`config.mk`:
```
export PLATFORM = sky130hd
export DESIGN_NAME = serial_subtractor_nbit
export DESIGN_NICKNAME = d
export VERILOG_FILES = /design/src/rtl/serial_subtractor_nbit.sv
export SDC_FILE = /design/constraint.sdc
export NUM_CORES = 1
export LEC_CHECK = 0
export BUFFER_PORTS_ARGS = -buffer_cell sky130_fd_sc_hd__buf_2
export CAP_MARGIN = 10
export CORE_ASPECT_RATIO = 1.75
export CORE_MARGIN = 2
export CORE_UTILIZATION = 29
export DETAILED_ROUTE_END_ITERATION = 8
export PLACE_DENSITY_LB_ADDON = 0.1
export SETUP_SLACK_MARGIN = 0.5
export SLEW_MARGIN = 20
export SYNTH_ARGS = -nofsm -noshare
export SYNTH_HDL_FRONTEND = slang
export SYNTH_SLANG_ARGS = --single-unit
```
`constraint.sdc`:
```
create_clock -name clk -period 3.5 [get_ports clk]
set_input_delay 0.175 -clock clk [delete_from_list [all_inputs] [get_ports clk]]
set_output_delay 0.175 -clock clk [all_outputs]
set_load 0.005 [all_outputs]
```
`src/rtl/serial_subtractor_nbit.sv`:
```
// Bit-serial N-bit subtractor: diff = a - b, LSB first, one bit per clock.
// Define SERIAL_SUB_SIGNED_OVF_EN to add the two's-complement overflow output ovf.
module serial_subtractor_nbit #(
    parameter int WIDTH = 8
) (
    input  logic             clk,
    input  logic             rst_n,
    input  logic             start_valid,
    output logic             start_ready,
    input  logic [WIDTH-1:0] a,
    input  logic [WIDTH-1:0] b,
    output logic             busy,
    output logic             done,
    output logic [WIDTH-1:0] diff,
    output logic             borrow,
`ifdef SERIAL_SUB_SIGNED_OVF_EN
    output logic             ovf,
`endif
    output logic [1:0]       state_dbg
);

    // Handshake: operands transfer on a rising edge where start_valid && start_ready;
    // start_ready is high only in IDLE, so start_valid is ignored while busy.

    localparam int CW = (WIDTH > 2) ? $clog2(WIDTH) : 1;
    localparam logic [CW-1:0] LAST = CW'(WIDTH - 1);

    typedef enum logic [1:0] {
        IDLE  = 2'd0,
        SHIFT = 2'd1,
        DONE  = 2'd2
    } state_t;

    state_t           state_q, state_d;
    logic [WIDTH-1:0] a_sh_q, a_sh_d;
    logic [WIDTH-1:0] b_sh_q, b_sh_d;
    logic [WIDTH-1:0] res_q, res_d;
    logic [CW-1:0]    cnt_q, cnt_d;
    logic             bin_q, bin_d;
    logic [WIDTH-1:0] diff_q, diff_d;
    logic             borrow_q, borrow_d;
    logic             d_bit;
    logic             bout;
`ifdef SERIAL_SUB_SIGNED_OVF_EN
    logic             a_msb_q, a_msb_d;
    logic             b_msb_q, b_msb_d;
    logic             ovf_q, ovf_d;
`endif

    always_comb begin
        state_d  = state_q;
        a_sh_d   = a_sh_q;
        b_sh_d   = b_sh_q;
        res_d    = res_q;
        cnt_d    = cnt_q;
        bin_d    = bin_q;
        diff_d   = diff_q;
        borrow_d = borrow_q;
`ifdef SERIAL_SUB_SIGNED_OVF_EN
        a_msb_d  = a_msb_q;
        b_msb_d  = b_msb_q;
        ovf_d    = ovf_q;
`endif
        d_bit = a_sh_q[0] ^ b_sh_q[0] ^ bin_q;
        bout  = (~a_sh_q[0] & b_sh_q[0]) | (~(a_sh_q[0] ^ b_sh_q[0]) & bin_q);

        case (state_q)
            IDLE: begin
                if (start_valid) begin
                    a_sh_d  = a;
                    b_sh_d  = b;
                    bin_d   = 1'b0;
                    cnt_d   = '0;
                    res_d   = '0;
`ifdef SERIAL_SUB_SIGNED_OVF_EN
                    a_msb_d = a[WIDTH-1];
                    b_msb_d = b[WIDTH-1];
`endif
                    state_d = SHIFT;
                end
            end
            SHIFT: begin
                res_d  = {d_bit, res_q[WIDTH-1:1]};
                a_sh_d = a_sh_q >> 1;
                b_sh_d = b_sh_q >> 1;
                bin_d  = bout;
                // The counter holds at the last bit rather than wrapping.
                if (cnt_q == LAST) begin
                    diff_d   = res_d;
                    borrow_d = bout;
`ifdef SERIAL_SUB_SIGNED_OVF_EN
                    ovf_d    = (a_msb_q ^ b_msb_q) & (a_msb_q ^ d_bit);
`endif
                    state_d  = DONE;
                end else begin
                    cnt_d = cnt_q + 1'b1;
                end
            end
            DONE: begin
                state_d = IDLE;
            end
            default: begin
                state_d = IDLE;
            end
        endcase
    end

    always_ff @(posedge clk or negedge rst_n) begin
        if (!rst_n) begin
            state_q  <= IDLE;
            a_sh_q   <= '0;
            b_sh_q   <= '0;
            res_q    <= '0;
            cnt_q    <= '0;
            bin_q    <= 1'b0;
            diff_q   <= '0;
            borrow_q <= 1'b0;
`ifdef SERIAL_SUB_SIGNED_OVF_EN
            a_msb_q  <= 1'b0;
            b_msb_q  <= 1'b0;
            ovf_q    <= 1'b0;
`endif
        end else begin
            state_q  <= state_d;
            a_sh_q   <= a_sh_d;
            b_sh_q   <= b_sh_d;
            res_q    <= res_d;
            cnt_q    <= cnt_d;
            bin_q    <= bin_d;
            diff_q   <= diff_d;
            borrow_q <= borrow_d;
`ifdef SERIAL_SUB_SIGNED_OVF_EN
            a_msb_q  <= a_msb_d;
            b_msb_q  <= b_msb_d;
            ovf_q    <= ovf_d;
`endif
        end
    end

    assign start_ready = (state_q == IDLE);
    assign busy        = (state_q != IDLE);
    assign done        = (state_q == DONE);
    assign diff        = diff_q;
    assign borrow      = borrow_q;
    assign state_dbg   = state_q;
`ifdef SERIAL_SUB_SIGNED_OVF_EN
    assign ovf         = ovf_q;
`endif

endmodule

```
-- Word level (Yosys, flattened, before mapping)
Cells that the tools add are included.
- add/subtract/negate cells: 1
- equal/unequal tests: 6
- mux-type cells: 14
- bitwise operators: 7
- reduce and logical (&&, ||, !) cells: 7
- operator list (cell ; count):
    $pmux W8 S2 ; 3
    $mux W8 ; 3
    $mux W3 ; 2
    $ne A2 B2 Y1 const B ; 3
    $pmux W3 S2 ; 1
    $reduce_and A2 Y1 ; 3
    $mux W2 ; 2
    $pmux W2 S2 ; 1
    $reduce_bool A2 Y1 ; 2
    $add A3 B1 Y3 const B ; 1
    $eq A3 B3 Y1 const B ; 1
    $reduce_and A3 Y1 ; 1
    $and A1 B1 Y1 ; 2
    $eq A2 B1 Y1 const B ; 1
    $eq A2 B2 Y1 const B ; 1
    $logic_not A2 Y1 ; 1
    $not A1 Y1 ; 2
    $pmux W1 S2 ; 1
    $xor A1 B1 Y1 ; 2
    $mux W1 ; 1
    $or A1 B1 Y1 ; 1
- register bits after elaboration: 39
- input port bits: 19
- output and inout bits: 14

-- Depth between registers and ports, before layout
Gate-level depths: netlist of the first run.
- word-level depth: 5
- gate-level depth with buffers: 5
- mapped depth without buffers: 4

-- Worst setup path after synthesis of the first run
OpenSTA, ideal clock, no wires.
- path kind: reg2reg
- from: reg cnt_q[0]
- to: reg borrow_q (netlist: borrow)
- setup time: 0.125 ns
- arrival: 1.368 ns
- data required time: 3.375 ns
- path slack: 2.007 ns
- stages on the path, launching flop included: 6
- cell sequence: dfrtp_1 ha_1 ha_1 nand3b_1 buf_6 mux2_2
- cells in the longest elaborated chain, start to end: 2
- RTL lines (element ; line ; text):
    start: declaration ; 38 ; logic [CW-1:0] cnt_q, cnt_d;
    start signal: assignment ; 128 ; cnt_q <= cnt_d;
    $eq A3 B3 Y1 ; 88 ; if (cnt_q == LAST) begin
    $reduce_and A2 Y1 (no line) ; - ;
    end signal: assignment ; 131 ; borrow_q <= borrow_d;
    end: declaration ; 41 ; logic borrow_q, borrow_d;
Every way passes these cells.
A chain may end at the register's enable or synchronous reset.

-- Final worst setup path of the first run
- from: reg state_q[1] (netlist: state_dbg[1])
- to: reg diff_q[7] (netlist: diff[7])
- cells in the longest elaborated chain, start to end: 2
- RTL lines (element ; line ; text):
    start: declaration ; 34 ; state_t state_q, state_d;
    start signal: assignment ; 124 ; state_q <= state_d;
    $eq A2 B1 Y1 ; 67 ; case (state_q)
    $reduce_and A2 Y1 (no line) ; - ;
    end signal: assignment ; 130 ; diff_q <= diff_d;
    end: declaration ; 40 ; logic [WIDTH-1:0] diff_q, diff_d;
Every way passes these cells.

==> Flow_metrics.wiki, run 1 <==
{| class="wikitable"
! Metric !! Value
|-
| Slew Limit Fails || 0
|-
| Count of buffers from port buffering || 32
|-
| Warning count from the yosys run || 0
|-
| Setup repair after global routing missed its margin || no
|-
| Number of remaining DRC errors || 0
|-
| Via count of the first global-routing pass || 1355
|-
| Ratio of final minimum period to clock period || 56.2%
|-
| Resized Gates After CTS || 0
|-
| Horizontal extent of the die || 64.2 um
|-
| Top fanout value on the critical path || 21
|-
| Type of destination of the critical path || flop
|-
| Buffer cell driving the clock tree root || sky130_fd_sc_hd__clkbuf_8
|-
| Largest net degree at the start of global routing || 39
|-
| Number of enable flip-flop cells after synthesis || 0
|-
| Number of buffers inserted to repair setup after CTS || 0
|-
| Initial core utilization || around 30%
|-
| Antenna cells || 0
|-
| Total number of placement rows || 38
|-
| Core box area || approximately 6200 um2
|-
| Biggest cell delay along the critical path || 0.67 ns
|-
| Maximum clock frequency || 0.509 GHz
|-
| Number of top-level pins || 33
|-
| CP max-delay cell || sky130_fd_sc_hd__dfrtp_1
|-
| Hold Crit Class || in -> async
|-
| Headroom to the max-slew limit || 42.4%
|-
| Sum of routed wire length over all layers || between 3000 and 4000 um
|-
| Reg2Reg Setup Slack || 1.53 ns
|-
| Hold_buf cts || 0
|-
| CP top delay family || flip-flops
|-
| Count of different cell masters after synthesis || 29
|-
| Placer's final routability congestion estimate || 0.657
|-
| Time the worst path needs with I/O delays and setup || 1.97 ns
|-
| Post-CTS clock slew at the launch and capture registers of the worst setup and hold paths || about 0.080 ns
|-
| Number of flip-flops and latches in the synthesized netlist || 38
|-
| Syn avg cell area || 12.1 um2
|-
| Largest cells by area after synthesis || sky130_fd_sc_hd__dfrtp_1, sky130_fd_sc_hd__nor4b_1, sky130_fd_sc_hd__mux2_2, sky130_fd_sc_hd__a211oi_1, sky130_fd_sc_hd__nor3b_1
|-
| Max-Cap Viols || 0
|-
| Seq/Total Area, Yosys || 51.7%
|-
| Actual transition at the worst max-transition pin || 0.864 ns
|-
| Number of endpoints with negative hold slack in the final report || 31
|-
| Area fraction of the dominant cell type after synthesis || between 50 and 60%
|-
| Number of nets produced by synthesis || 174
|-
| Outcome || complete, but fails checks
|-
| Post-route clock skew || around 0.0085 ns
|-
| Setup violations, final || 0
|-
| Leading cell types by count after synthesis || sky130_fd_sc_hd__dfrtp_1, sky130_fd_sc_hd__inv_1, sky130_fd_sc_hd__nor4b_1, sky130_fd_sc_hd__a211oi_1, sky130_fd_sc_hd__nor3b_1
|-
| Critical path startpoint category || flop
|-
| Data required time at the worst endpoint || 3.69 ns
|-
| Congestion Overflow GR || 0
|-
| WP buf/inv || 1
|-
| CP Data Arrival Time || around 2.2 ns
|-
| Number of design-rule violations left by the first detailed-router iteration || 48
|-
| Power per unit of standard cell area || 872 nW/um2
|-
| CTS tree || yes
|-
| Count of nets left with antenna violations after detail routing || 0
|-
| Biggest area consumer among synthesized cells || sky130_fd_sc_hd__dfrtp_1
|-
| Post-synthesis instance total || between 150 and 200
|-
| Total number of clock tree sinks || 38
|-
| Critical path, cell by cell || buf_4, nand3b_1, mux2_2
|-
| Total GRT Usage || 12.3%
|-
| Number of clock buffers inserted by TritonCTS || 5
|-
| Worst setup path class || reg -> reg
|-
| Drt pass-1 iters || 4
|-
| Fraction of layout cells with a size suffix above 1 || around 31%
|-
| Post-Route Utilization || approximately a third
|-
| Die area || 7020 um2
|-
| Violated checks || hold timing
|-
| Area delta synth->final || 16.8%
|-
| Final worst hold slack || -0.0154 ns
|-
| Vias post-DR || around 1300
|-
| Netlist area before placement || 1840 um2
|-
| Largest voltage drop on the vdd net || 0.000286 V
|-
| H-tree levels || 2
|-
| Global-route wire length before repair || 6550 um
|-
| Worst-Skew Late Latency || 0.30 ns
|-
| Avg WL per Cell || roughly 15 um
|-
| Detailed placer's ending HPWL || 2620 um
|-
| Setup TNS after final layout || 0 ns
|-
| Initial antenna violation count || 0
|-
| Static power due to leakage || slightly above 1 nW
|-
| Maximum clock path buffer count || 2
|-
| Die height || 109 um
|-
| Most common flop cell mapped by yosys || sky130_fd_sc_hd__dfrtp_1
|-
| Most frequently used cell type in the post-synthesis netlist || sky130_fd_sc_hd__dfrtp_1
|-
| Nets || 202
|-
| Via-per-instance ratio || 5.02
|-
| Proportion of register bits with asynchronous set or reset after synthesis || 100%
|-
| Filler cell count in the final layout || about 670
|}
==> sequential cells by signal, summed over array words and instances, names as in the netlist <==
signal	flops
borrow	1
state_dbg	2
res_q	7
bin_q	1
diff	8
b_sh_q	8
a_sh_q	8
cnt_q	3
==> cell usage in the layout (no fill, tap or decap), drive strengths merged <==
| master | n |
|---|---|
| dfrtp | 38 |
| buf | 34 |
| inv | 19 |
| nor4b | 13 |
| nor3b | 12 |
| a211oi | 12 |
| mux2 | 9 |
| a22o | 8 |
| clkbuf | 5 |
| nor2b | 4 |
| and3 | 3 |
| a211o | 3 |
| a222oi | 2 |
| nand2 | 2 |
| nand2b | 2 |
| ha | 2 |
| bufinv | 2 |
| nor2 | 1 |
| o21bai | 1 |
| nand3b | 1 |
| a32o | 1 |
| or2 | 1 |
| o221ai | 1 |
| nor4bb | 1 |
| a21oi | 1 |
| and4bb | 1 |
| fa | 1 |
| clkinv | 1 |
==> cell families after synthesis <==
kind of cell               share of synthesized area (%)
and+or+nand+nor                                     17.3
DFF                                                 51.7
buffers and inverters                               9.52
AOI/OAI and AO/OA                                   13.5
muxes                                               5.51
adders and majority gates                           2.45
==> path summary, 6_finish.rpt <==
| check | from | end | depth (start not counted) |
|---|---|---|---|
| setup / recovery | state_dbg[1] | diff[7] | 3 |
| hold / removal | rst_n | res_q[6] | 1 |
| setup reg to reg | state_dbg[1] | diff[7] | 3 |
| hold reg to reg | b_sh_q[7] | b_sh_q[7] | 2 |
| max in group asynchronous | rst_n | a_sh_q[1] | 1 |
| min in group clk | a[7] | a_sh_q[7] | 2 |
==> where the power goes <==
part	total (mW)	switching (mW)	internal [mW]
sequential	0.764	0.124	0.640
clock	0.453	0.167	0.286
combinational	0.656	0.320	0.336
==> layout make-up <==
cell class / instances / area, um2 / share of cell area [%]
Sequential cell: 38 / 951 / 44.3
Timing Repair Buffer: 34 / 175 / 8.15
Inverter: 19 / 71.3 / 3.32
Clock inverter: 3 / 68.8 / 3.20
Clock buffer: 5 / 68.8 / 3.20
Tap cell: 80 / 100 / 4.66
Multi-Input combinational cell: 82 / 713 / 33.2
==> routing by layer <==
metal,share of wire [%],vias to the layer above,GRT usage [%]
li1,-,603,-
met1,43,669,14.1
met2,51,32,21.3
met3,4.4,7,3.07
met4,2.0,0,5.93
met5,0,-,0
==> stage by stage <==
stage               area (um2)  setup slack, ns  cells  total power, mW
global route              2150             1.42    261             2.01
global placement          2010             1.59    253             1.40
CTS                       2150             1.52    261             1.90
finish                    2150             1.53    261             1.87
detailed placement        2010             1.53    253             1.44
floorplan                 1840             2.01    152             1.27
Note: power is estimated with default switching activity, not from simulation.
==> inputs of run 2 (changes only) <==
==> constraint.sdc (replaced) <==
create_clock -name clk -period 1.79 [get_ports clk]
set_input_delay 0.0895 -clock clk [delete_from_list [all_inputs] [get_ports clk]]
set_output_delay 0.0895 -clock clk [all_outputs]
set_load 0.005 [all_outputs]
==> run 2 against run 1 <==
The run now ends clean. Clock skew down 0.0033 ns. Cell area up 29%. Clock-buffer cell count up 1. Clock power up 40%. First-iteration DRC count up 4.2%. Global-route usage up 2.2 points. Via count up 13%. Non-clock buffer count up 34. Flip-flop and latch count unchanged. Largest power group is now combinational logic.
==> Flow_metrics.wiki, run 2 (synthesis gave the netlist of run 1 again) <==
{| class="wikitable"
! Metric !! Value
|-
| Outcome || complete, no violations
|-
| Setup violations, final || 0 (unchanged)
|-
| Vias post-DR || 1477 (+13%)
|-
| Via-per-instance ratio || 4.96 (-1.3%)
|-
| Area delta synth->final || 51.0%
|-
| Most common cell after layout, fill and taps aside || sky130_fd_sc_hd__dfrtp_1
|-
| Data required time at the worst endpoint || 1.97 ns (-1.72 ns)
|-
| Maximum clock path buffer count || 2 (unchanged)
|-
| CTS tree || yes
|-
| Actual transition at the worst max-transition pin || 0.497 ns (-0.367 ns)
|-
| Global-route wire length before repair || 7770 um (+19%)
|-
| Critical path, cell by cell || ha_2, ha_4, nand3b_1, buf_6, mux2_4
|-
| Avg WL per Cell || 17.8 um (+19%)
|-
| Number of clock buffers inserted by TritonCTS || 5 (unchanged)
|-
| Ratio of final minimum period to clock period || 83.2% (+27 points)
|-
| Largest voltage drop on the vdd net || 0.000628 V (+120%)
|-
| Count of buffers from port buffering || 32 (unchanged)
|-
| CP Data Arrival Time || 1.67 ns (-0.48 ns)
|-
| Hold Crit Class || in -> reg
|-
| Biggest cell delay along the critical path || 0.40 ns (-0.27 ns)
|-
| Power per unit of standard cell area || 1570 nW/um2 (+80%)
|-
| Initial core utilization || 29.8% (unchanged)
|-
| Time the worst path needs with I/O delays and setup || 1.49 ns (-0.477 ns)
|-
| H-tree levels || 2 (unchanged)
|-
| Maximum clock frequency || 0.672 GHz (+32%)
|-
| Static power due to leakage || 1.32 nW (+29%)
|-
| Most frequent cells in the layout || sky130_fd_sc_hd__dfrtp_1, sky130_fd_sc_hd__buf_2, sky130_fd_sc_hd__buf_4
|-
| Number of endpoints with negative hold slack in the final report || 0 (-100%)
|-
| Horizontal extent of the die || 64.2 um (unchanged)
|-
| Total number of placement rows || 38 (unchanged)
|-
| Initial antenna violation count || 0 (unchanged)
|-
| Die area || 7020 um2 (unchanged)
|-
| Final Instance Count excl. Fillers || 298 (+14%)
|-
| Placer's final routability congestion estimate || 0.673 (+2.5%)
|-
| CP top delay family || flip-flops
|-
| Critical path startpoint category || flop
|-
| Post-CTS clock slew at the launch and capture registers of the worst setup and hold paths || 0.08 ns (about the same)
|-
| Total number of clock tree sinks || 38 (unchanged)
|-
| Buffer cell driving the clock tree root || sky130_fd_sc_hd__clkbuf_8
|-
| Setup repair after global routing missed its margin || yes
|-
| Count of nets left with antenna violations after detail routing || 0 (unchanged)
|-
| Fraction of layout cells with a size suffix above 1 || 55.5% (+25 points)
|-
| Total Power || 4.35 mW (+130%)
|-
| Post-Route Utilization || 44.9% (+10 points)
|-
| Top fanout value on the critical path || 5 (-76%)
|-
| Headroom to the max-slew limit || 66.9% (+24 points)
|-
| Number of remaining DRC errors || 0 (unchanged)
|-
| Drt pass-1 iters || 4 (unchanged)
|-
| Via count of the first global-routing pass || 1534 (+13%)
|-
| Total GRT Usage || 14.5% (+2.2 points)
|-
| Summed area of non-filler cells in the final layout || 2780 um2 (+29%)
|-
| WP buf/inv || 1 (unchanged)
|-
| Nets || 239 (+18%)
|-
| Max-Cap Viols || 0 (unchanged)
|-
| Number of top-level pins || 33 (unchanged)
|-
| Type of destination of the critical path || flop
|-
| Filler cell count in the final layout || 633 (-5.0%)
|-
| CP max-delay cell || sky130_fd_sc_hd__dfrtp_1
|-
| Core box area || 6180 um2 (unchanged)
|-
| Antenna cells || 0 (unchanged)
|-
| Post-route clock skew || 0.00529 ns (-0.00326 ns)
|-
| Die height || 109 um (unchanged)
|-
| Sum of routed wire length over all layers || 5300 um (+36%)
|-
| Largest net degree at the start of global routing || 39 (unchanged)
|-
| Slew Limit Fails || 0 (unchanged)
|-
| Setup TNS after final layout || 0 ns (unchanged)
|-
| Worst setup path class || reg -> reg
|-
| Number of placed instances with taps included || 258 (+2.0%)
|-
| Congestion Overflow GR || 0 (unchanged)
|-
| Placed cell areas || 2060 um2 (+2.6%)
|-
| Number of design-rule violations left by the first detailed-router iteration || 50 (+4.2%)
|-
| Worst-Skew Late Latency || 0.29 ns (about the same)
|-
| Detailed placer's ending HPWL || 2790 um (+6.3%)
|}
[run 2: what timing repair did]
item | in CTS | in global routing
pin swaps | 4 | 15
cloned | 3 | 4
hold endpoints to repair | 38 | 0
gates resized for setup | 22 | 42
endpoints found under the setup margin | 39 | 31
hold buffers | 1 | 0
buffers inserted | 13 | 11
[run 2: worst paths after layout]
| path | from | to | slack, ns | cells past startpoint |
|---|---|---|---|---|
| worst max-delay path | cnt_q[1] | diff[7] | 0.30 | 5 |
| worst min-delay path | a[7] | a_sh_q[7] | 0.06 | 2 |
| worst max register to register | cnt_q[1] | diff[7] | 0.30 | 5 |
| worst min register to register | diff[3] | diff[3] | 0.51 | 1 |
| max in group asynchronous | rst_n | state_dbg[0] | 1.04 | 3 |
| min in group asynchronous | rst_n | b_sh_q[1] | 0.38 | 3 |
[run 2: area by class of cell]
cell class                      count  area, um2  share of cell area, %
Timing Repair Buffer               68        564                   20.3
Clock inverter                      2       12.5                  0.451
Inverter                           19       71.3                   2.57
Sequential cell                    38        955                   34.4
Multi-Input combinational cell     85        991                   35.7
Tap cell                           80        100                   3.61
Clock buffer                        6       82.6                   2.97
[run 2: power breakdown]
part / leakage (nW) / internal [mW] / switching, mW
clock network: 0.0472 / 0.310 / 0.323
logic: 0.810 / 1.24 / 0.948
registers: 0.461 / 1.26 / 0.273
total: 1.32 / 2.81 / 1.54
[run 2: per-stage QoR]
step | worst slack, ns | hold slack (ns)
6_report | 0.301 | 0.0594
5_1_grt | 0.245 | 0.0850
4_1_cts | 0.319 | 0.0596
3_5_place_dp | 0.271 | 0.181
3_3_place_gp | 0.327 | 0.167
2_1_floorplan | 0.390 | -0.206
[run 2: metal layers]
layer / track usage, % / wire [um] / up-vias
met2: 25.7 / 2890 / 37
li1: - / - / 680
met5: 0 / 0 / -
met4: 6.84 / 121 / 0
met3: 3.38 / 165 / 9
met1: 16.4 / 2130 / 751
